### src/rtl/pwm_pkg.sv
// Shared definitions for the PWM peripheral: resolution, full-scale duty,
// default prescaler and the pin vector type, plus the compare helper.
package pwm_pkg;

  localparam int              PWM_RES         = 8;
  localparam logic [7:0]      PWM_MAX         = 8'hFF;
  localparam int              DEFAULT_CLK_DIV = 13;

  typedef logic [15:0] pin_vec_t;

  // Waveform level for a counter position and an active duty value.
  // Full-scale duty is forced high so that 0xFF gives a true 100% output.
  function automatic logic pwm_level(input logic [PWM_RES-1:0] cnt,
                                     input logic [PWM_RES-1:0] duty);
    logic lvl;
    if (duty == PWM_MAX) begin
      lvl = 1'b1;
    end else begin
      lvl = (cnt < duty);
    end
    return lvl;
  endfunction

endpackage : pwm_pkg

### src/rtl/pwm_tick_gen.sv
// Prescaler and 8-bit PWM counter. The counter advances once every CLK_DIV
// clocks; wrap marks the last clock of a PWM period.
module pwm_tick_gen
  import pwm_pkg::*;
#(
  parameter int CLK_DIV = DEFAULT_CLK_DIV
) (
  input  logic               clk,
  input  logic               rst_n,
  output logic               tick,
  output logic               wrap,
  output logic [PWM_RES-1:0] pwm_cnt
);

  localparam int               DIV_W    = $clog2(CLK_DIV);
  localparam logic [DIV_W-1:0] DIV_LAST = DIV_W'(CLK_DIV - 1);
  localparam logic [DIV_W-1:0] DIV_ONE  = DIV_W'(1);

  logic [DIV_W-1:0]   div_cnt_r;
  logic [PWM_RES-1:0] pwm_cnt_r;
  logic               tick_s;

  assign tick_s  = (div_cnt_r == DIV_LAST);
  assign tick    = tick_s;
  assign wrap    = tick_s && (pwm_cnt_r == PWM_MAX);
  assign pwm_cnt = pwm_cnt_r;

  // Prescaler: count 0..CLK_DIV-1 and wrap.
  always_ff @(posedge clk or negedge rst_n) begin
    if (!rst_n) begin
      div_cnt_r <= '0;
    end else if (tick_s) begin
      div_cnt_r <= '0;
    end else begin
      div_cnt_r <= div_cnt_r + DIV_ONE;
    end
  end

  // PWM counter: one step per prescaler tick, natural 8-bit wrap.
  always_ff @(posedge clk or negedge rst_n) begin
    if (!rst_n) begin
      pwm_cnt_r <= '0;
    end else if (tick_s) begin
      pwm_cnt_r <= pwm_cnt_r + 8'd1;
    end else begin
      pwm_cnt_r <= pwm_cnt_r;
    end
  end

endmodule : pwm_tick_gen

### src/rtl/pwm_peripheral.sv
// PWM output stage: 16 pins, each off, statically on, or following a shared
// double-buffered PWM waveform. The output register is loaded from the
// next-state counter and duty so that out lines up with period_start and the
// high time is exactly duty x CLK_DIV clocks.
module pwm_peripheral
  import pwm_pkg::*;
#(
  parameter int CLK_DIV = DEFAULT_CLK_DIV
) (
  input  logic        clk,
  input  logic        rst_n,
  input  logic [7:0]  en_reg_out_7_0,
  input  logic [7:0]  en_reg_out_15_8,
  input  logic [7:0]  en_reg_pwm_7_0,
  input  logic [7:0]  en_reg_pwm_15_8,
  input  logic [7:0]  pwm_duty_cycle,
  output logic [15:0] out,
  output logic        period_start
);

  logic               tick_s;
  logic               wrap_s;
  logic [PWM_RES-1:0] pwm_cnt_s;

  logic [PWM_RES-1:0] duty_act_r;
  logic [PWM_RES-1:0] duty_next_s;
  logic [PWM_RES-1:0] cnt_next_s;
  logic               pwm_lvl_next_s;
  pin_vec_t           en_out_s;
  pin_vec_t           en_pwm_s;
  pin_vec_t           out_next_s;
  pin_vec_t           out_r;
  logic               period_start_r;

  pwm_tick_gen #(
    .CLK_DIV (CLK_DIV)
  ) u_tick_gen (
    .clk     (clk),
    .rst_n   (rst_n),
    .tick    (tick_s),
    .wrap    (wrap_s),
    .pwm_cnt (pwm_cnt_s)
  );

  assign en_out_s = {en_reg_out_15_8, en_reg_out_7_0};
  assign en_pwm_s = {en_reg_pwm_15_8, en_reg_pwm_7_0};

  // Next-state duty/counter and the per-pin mux feeding the output register.
  always_comb begin
    duty_next_s    = duty_act_r;
    cnt_next_s     = pwm_cnt_s;
    pwm_lvl_next_s = 1'b0;
    out_next_s     = '0;
    if (wrap_s) begin
      duty_next_s = pwm_duty_cycle;
    end else begin
      duty_next_s = duty_act_r;
    end
    if (tick_s) begin
      cnt_next_s = pwm_cnt_s + 8'd1;
    end else begin
      cnt_next_s = pwm_cnt_s;
    end
    pwm_lvl_next_s = pwm_level(cnt_next_s, duty_next_s);
    out_next_s     = en_out_s & (~en_pwm_s | {16{pwm_lvl_next_s}});
  end

  // Duty shadow: only reloaded on the period wrap, so no runt periods.
  always_ff @(posedge clk or negedge rst_n) begin
    if (!rst_n) begin
      duty_act_r <= '0;
    end else begin
      duty_act_r <= duty_next_s;
    end
  end

  // Registered pin drive and period-start pulse.
  always_ff @(posedge clk or negedge rst_n) begin
    if (!rst_n) begin
      out_r          <= '0;
      period_start_r <= 1'b0;
    end else begin
      out_r          <= out_next_s;
      period_start_r <= wrap_s;
    end
  end

  assign out          = out_r;
  assign period_start = period_start_r;

endmodule : pwm_peripheral

### config.mk
export PLATFORM = sky130hd
export DESIGN_NAME = pwm_peripheral
export DESIGN_NICKNAME = d
export VERILOG_FILES = /design/src/rtl/pwm_pkg.sv /design/src/rtl/pwm_tick_gen.sv /design/src/rtl/pwm_peripheral.sv
export SDC_FILE = /design/constraint.sdc
export NUM_CORES = 1
export LEC_CHECK = 0
export CAP_MARGIN = 20
export CORE_MARGIN = 2
export CORE_UTILIZATION = 40
export DETAILED_ROUTE_END_ITERATION = 6
export HOLD_SLACK_MARGIN = 0.05
export PLACE_DENSITY = 0.72
export SYNTH_ARGS = -nofsm -noshare
export SYNTH_HDL_FRONTEND = slang
export SYNTH_SLANG_ARGS = --single-unit
### constraint.sdc
create_clock -name clk -period 3.2 [get_ports clk]
set_input_delay 0.64 -clock clk [delete_from_list [all_inputs] [get_ports clk]]
set_output_delay 0.64 -clock clk [all_outputs]
set_load 0.05 [all_outputs]
; ---- Word level (Yosys, flattened, before mapping)
; Index checks and enable logic that the tools add are counted.
[word_totals]
output_inout_bits = 17
inputBits = 42
elab_cells = 19
regBits = 37
[classes]
bitwise = 3
n_mux = 4
n_lt_le_gt_ge = 1
reduce_logical = 1
add_sub_neg = 2
n_eq_ne = 3
[ops]
columns = cell, n
row1 = $and 16x16->16, 1
row2 = $eq 8x8->1 const B, 2
row3 = $mux 8, 2
row4 = $not 16->16, 1
row5 = $or 16x16->16, 1
row6 = $add 8x1->8 const B, 1
row7 = $lt 8x8->1, 1
row8 = $add 4x1->4 const B, 1
row9 = $eq 4x4->1 const B, 1
row10 = $mux 4, 1
row11 = $logic_and 1x1->1, 1
row12 = $mux 1, 1

; ---- Depth between registers and ports, before layout
[depth]
ltp_word = 7
mapped_depth = 14

; ---- By module
; From an unflattened synthesis, not the netlist that was laid out.
[unflattened]
cells_unflattened = 168
hier_area_um2 = 1873.0
[modules_own_cells]
columns = module, n_inst, cells_per_inst, area_each_um2
row1 = pwm_peripheral, 1, 120, 1338.8
row2 = pwm_tick_gen, 1, 48, 534.3

; ---- Worst setup path after synthesis
; No wires, ideal clock.
[synth_path]
path_kind = flip-flop to flip-flop
startpoint = register u_tick_gen.div_cnt_r[0]
endpoint = register out_r[10] (netlist: out[10])
path_buffers = 2
path_slack_ns = 0.348
synth_period_minus_slack_ns = 2.852
t_required_ns = 3.078
stages_incl_launch_ff = 15
setup_ns = 0.122
arrival_time_ns = 2.730
cell_sequence = dfrtp_1 > inv_1 > ha_1 > nand4_2 > nor3_2 > buf_2 > mux2_2 > inv_1 > ha_1 > nand4_1 > nor2_1 > o311ai_2 > a211oi_2 > buf_6 > a21boi_2
[synth_between]
elab_chain_cells = 7
elab_cells_between_ends = 9
[synth_lines]
columns = element, line
row1 = start: declaration, pwm_tick_gen.sv:19  ; logic [DIV_W-1:0] div_cnt_r;
row2 = start signal: assignment, pwm_tick_gen.sv:35  ; div_cnt_r <= div_cnt_r + DIV_ONE;
row3 = $eq 4x4->1 (*), pwm_tick_gen.sv:23  ; assign tick_s = (div_cnt_r == DIV_LAST);
row4 = $logic_and 1x1->1 (*), pwm_tick_gen.sv:25  ; assign wrap = tick_s && (pwm_cnt_r == PWM_MAX);
row5 = named net u_tick_gen.wrap, pwm_tick_gen.sv:11  ; output logic wrap,
row6 = $mux 8 (*), pwm_peripheral.sv:54  ; if (wrap_s) begin
row7 = named net duty_next_s[5], pwm_peripheral.sv:26  ; logic [PWM_RES-1:0] duty_next_s;
row8 = $lt 8x8->1 or $eq 8x8->1 (tied branches), "pwm_pkg.sv:19, pwm_pkg.sv:16"
row9 = $mux 1 (*), pwm_pkg.sv:16  ; if (duty == PWM_MAX) begin
row10 = $or 16x16->16 (*), pwm_peripheral.sv:65  ; out_next_s = en_out_s & (~en_pwm_s | {16{pwm_lvl_next_s}});
row11 = $and 16x16->16 (*), pwm_peripheral.sv:65
row12 = named net out_next_s[10], pwm_peripheral.sv:31  ; pin_vec_t out_next_s;
row13 = end signal: assignment, pwm_peripheral.sv:83  ; out_r <= out_next_s;
row14 = end: declaration, pwm_peripheral.sv:32  ; pin_vec_t out_r;
; The timed path passes the listed nets; every way through them passes the cells marked *.

; ---- Worst setup path after layout
[layout_path]
startpoint = register u_tick_gen.div_cnt_r[0]
endpoint = register out_r[2] (netlist: out[2])
[layout_between]
elab_chain_cells = 7
elab_cells_between_ends = 9
[layout_lines]
columns = element, line
row1 = $eq 4x4->1 (*), pwm_tick_gen.sv:23
row2 = $logic_and 1x1->1 (*), pwm_tick_gen.sv:25
row3 = $mux 8 (*), pwm_peripheral.sv:54
row4 = named net duty_next_s[5], pwm_peripheral.sv:26
row5 = $lt 8x8->1 or $eq 8x8->1 (tied branches), "pwm_pkg.sv:19, pwm_pkg.sv:16"
row6 = $mux 1 (*), pwm_pkg.sv:16
row7 = $or 16x16->16 (*), pwm_peripheral.sv:65
row8 = $and 16x16->16 (*), pwm_peripheral.sv:65
row9 = named net out_next_s[2], pwm_peripheral.sv:31
; Marked as above.

==> metrics.md <==
| Metric | Value |
|---|---|
| Post-Syn Area | `roughly 1700 sq um` |
| Critical Path Start Type | `register` |
| Number of cell rows | `23` |
| Max-slew violations | `0` |
| Cts hold-fix bufs | `0` |
| Input/output buffers | `between 50 and 60` |
| Vias in the first global route | `about 1.3k` |
| DP HPWL | `2966 microns` |
| Area Growth Syn to Fin | `43.10%` |
| Filler cells | `between 300 and 400` |
| Die area | `about 4800 sq um` |
| Maximum vdd drop | `roughly 0.00021 V` |
| Crit. End Element | `register` |
| Mux cell area share after synthesis | `0.04970` |
| Total CTS buffers | `5` |
| Fin crit share | `0.9249` |
| Final hold vios | `0` |
| Worst-margin pin slew | `between 0.9 and 1 ns` |
| Clock root buffer | `clkbuf_8` |
| Setup_tns | `0 ns` |
| Worst Reg-to-Reg Cells | `14` |
| Routed wire length | `between 3000 and 4000 microns` |
| Min cycle time layout | `about 3 ns` |
| Number of max-cap violations | `0` |
| Rel. slew slack | `0.3531` |
| Skew final | `approximately 0.0047 ns` |
| Complex-gate fraction of the synthesized area | `0.1380` |
| Fmax achieved | `0.3379 GHz` |
| Seq cells post-synth | `37` |
| Syn_area_per_cell | `12.49 sq um` |
| GRT Total Usage | `0.1785` |
| Clk Latency, worst-skew pair | `between 0.2 and 0.3 ns` |
| PwrDens | `~380 nW/um^2` |
| Hold depth | `1` |
| RD Place Congestion | `0.7681` |
| Worst R2R End | `out[2]` |
| Antenna Cells | `0` |
| Post-CTS Resized | `0` |
| Top_reg_cell synth | `dfrtp_1` |
| I/O Pins | `about 60` |
| Unique cell type count in the Yosys netlist | `30` |
| Status | `finished clean` |
| Initial core utilization | `0.4186` |
| Warnings, synthesis | `0` |
| Largest net degree at the start of global routing | `23` |
| Initial DRC Count | `23` |
| Final setup fails | `0` |
| Fin Hold WS | `~0.51 ns` |
| Drt wl/cell | `between 10 and 15 microns` |
| CTS Sinks | `37` |
| CP Class | `reg -> reg` |
| First-pass GRT wire length | `5940 microns` |
| Critical Path AT | `about 3.2 ns` |
| Congestion Overflow GR | `0` |
| Post-synth ARST share | `1.000` |
| Largest family of logic cells by synthesized area | `compound AO/OA/AOI/OAI gates` |
| Share of cells above drive strength 1 | `0.1443` |
| Core area | `4029 sq um` |
| Critical path required time | `roughly 3.4 ns` |
| Nets | `252` |
| Post-synth EDFFs | `0` |
| Reg2Reg Launch Point | `u_tick_gen.div_cnt_r[0]` |
| Residual DRC count | `0` |
| Die Height | `a little under 70 microns` |
| Lkg Pwr | `~1.1 nW` |
| CTS tree | `yes` |
| Clock slew at reported path FFs | `about 0.07 ns` |
| Width of the die | `slightly below 70 microns` |
| H-tree levels | `2` |
| Reg2reg setup slack | `about 0.24 ns` |
| Vias per cell | `around 5` |
| DR vias | `~1.3k` |
| Antenna Nets Post-Route | `0` |
| Hold path start | `u_tick_gen.div_cnt_r[0]` |
| Hold Path Sink | `u_tick_gen.div_cnt_r[0]` |
| Synth Area in Simple Gates | `0.1039` |
| CTS max path bufs | `2` |
| Sequential element share of the synthesized area | `0.5490` |
| Core Util, Final | `0.5991` |
| Crit Path Max Fanout | `16` |
| Worst hold path type | `reg -> reg` |
| Setup bufs post-CTS | `0` |
| Pre-antenna DRT Iters | `4` |
| Syn Inst Count | `around 140` |
| Post-synthesis adder-cell area fraction | `0.07418` |
| Initial antenna violation count | `0` |
| Syn Nets | `between 150 and 200` |
| RSZ-0062 raised after global routing | `no` |
| Synth Area in XOR/XNOR | `0.04599` |
==> flip-flops by register name (all words and copies together), names as in the netlist <==
| register | count |
|---|---|
| period_start | 1 |
| u_tick_gen.pwm_cnt | 8 |
| u_tick_gen.div_cnt_r | 4 |
| duty_act_r | 8 |
| out | 16 |
==> layout make-up <==
class | instances | area [sq um] | share of cell area
Clock inverter | 2 | 10.01 | 0.004147
Tap cell | 50 | 62.56 | 0.02592
Multi-Input combinational cell | 83 | 694.4 | 0.2877
Clock buffer | 6 | 72.57 | 0.03007
Inverter | 12 | 45.04 | 0.01866
Timing Repair Buffer | 61 | 603.1 | 0.2499
Sequential cell | 37 | 925.9 | 0.3836
==> critical path, stage by stage, from the launching register on <==
cell and delay [ns]:
dfrtp_1 0.41, inv_1 0.09, ha_1 0.19, nand4_2 0.13
nor3_2 0.17, buf_4 0.23, mux2_2 0.36, inv_1 0.06
ha_1 0.23, nand4_1 0.13, a21oi_1 0.06, a211oi_1 0.27
a211oi_2 0.11, buf_4 0.22, a21boi_0 0.20
==> cells in the final DEF, fill, tap and decap left out <==
master,count
o21ai_0,2
nand4_1,8
nand3_1,4
nor2_1,5
a211oi_1,1
a21boi_1,1
xnor2_2,1
and3_1,2
o41ai_1,1
clkbuf_8,5
nor3_1,1
nand4_2,1
clkdlybuf4s50_1,58
dfrtp_1,37
a211oi_2,1
or4_4,1
xor2_1,1
a21oi_1,4
nor3_2,1
ha_1,10
a21boi_0,5
mux2i_1,5
clkbuf_1,1
mux2_2,3
o311ai_2,1
nor4_1,1
nand2_1,6
clkinv_2,2
buf_4,3
or2_1,1
a21boi_2,10
xnor2_1,6
inv_1,12
==> cells by family after synthesis <==
family | count (synthesis)
mux | 8
fa+ha+maj | 10
simple gates | 31
flops | 37
compound gates | 26
xor+xnor | 8
buf+inv | 15
==> cell usage after synthesis (2+ instances only) <==
| cell type | n | share of area |
|---|---|---|
| mux2i_1 | 5 | 0.030 |
| nand2_1 | 6 | 0.013 |
| mux2_2 | 3 | 0.020 |
| buf_2 | 2 | 0.0059 |
| nor2_1 | 5 | 0.011 |
| a21boi_2 | 10 | 0.067 |
| a21oi_1 | 4 | 0.012 |
| nand4_1 | 8 | 0.030 |
| ha_1 | 10 | 0.074 |
| a21boi_0 | 5 | 0.022 |
| o21ai_0 | 2 | 0.0059 |
| nand3_1 | 4 | 0.012 |
| xnor2_1 | 6 | 0.031 |
| inv_1 | 12 | 0.027 |
| and3_1 | 2 | 0.0074 |
| dfrtp_1 | 37 | 0.55 |
==> how the worst max path moves through the flow <==
stage	startpoint	end	slack, ns
3_3_place_gp	u_tick_gen.div_cnt_r[0]	out[4]	0.40
3_5_place_dp	u_tick_gen.div_cnt_r[0]	out[2]	0.24
6_report	u_tick_gen.div_cnt_r[0]	out[2]	0.24
2_1_floorplan	u_tick_gen.div_cnt_r[0]	out[10]	0.35
5_1_grt	u_tick_gen.div_cnt_r[0]	out[1]	0.04
4_1_cts	u_tick_gen.div_cnt_r[0]	out[2]	0.24
==> metal layers <==
metal | part of all wire | track usage
met1 | 0.39 | 0.1843
met2 | 0.49 | 0.3041
met3 | 0.10 | 0.09740
met4 | 0.012 | 0.06618
met5 | 0 | 0
==> per-stage QoR <==
step | std cells | area [sq um] | setup slack, ns | power (mW)
finish | 251 | 2414 | 0.2404 | 0.9163
global route | 251 | 2414 | 0.03915 | 0.9626
CTS | 251 | 2414 | 0.2350 | 0.9310
detailed placement | 243 | 2331 | 0.2443 | 0.6232
global placement | 243 | 2331 | 0.3975 | 0.6209
floorplan | 135 | 1687 | 0.3480 | 0.5369
==> report_power, final <==
group,switching [mW],internal (mW),leakage (nW)
clock,0.153,0.151,0.0450
sequential,0.00286,0.478,0.474
combinational,0.0635,0.0689,0.538
total,0.219,0.697,1.06
Note: power is estimated with default switching activity, not from simulation.
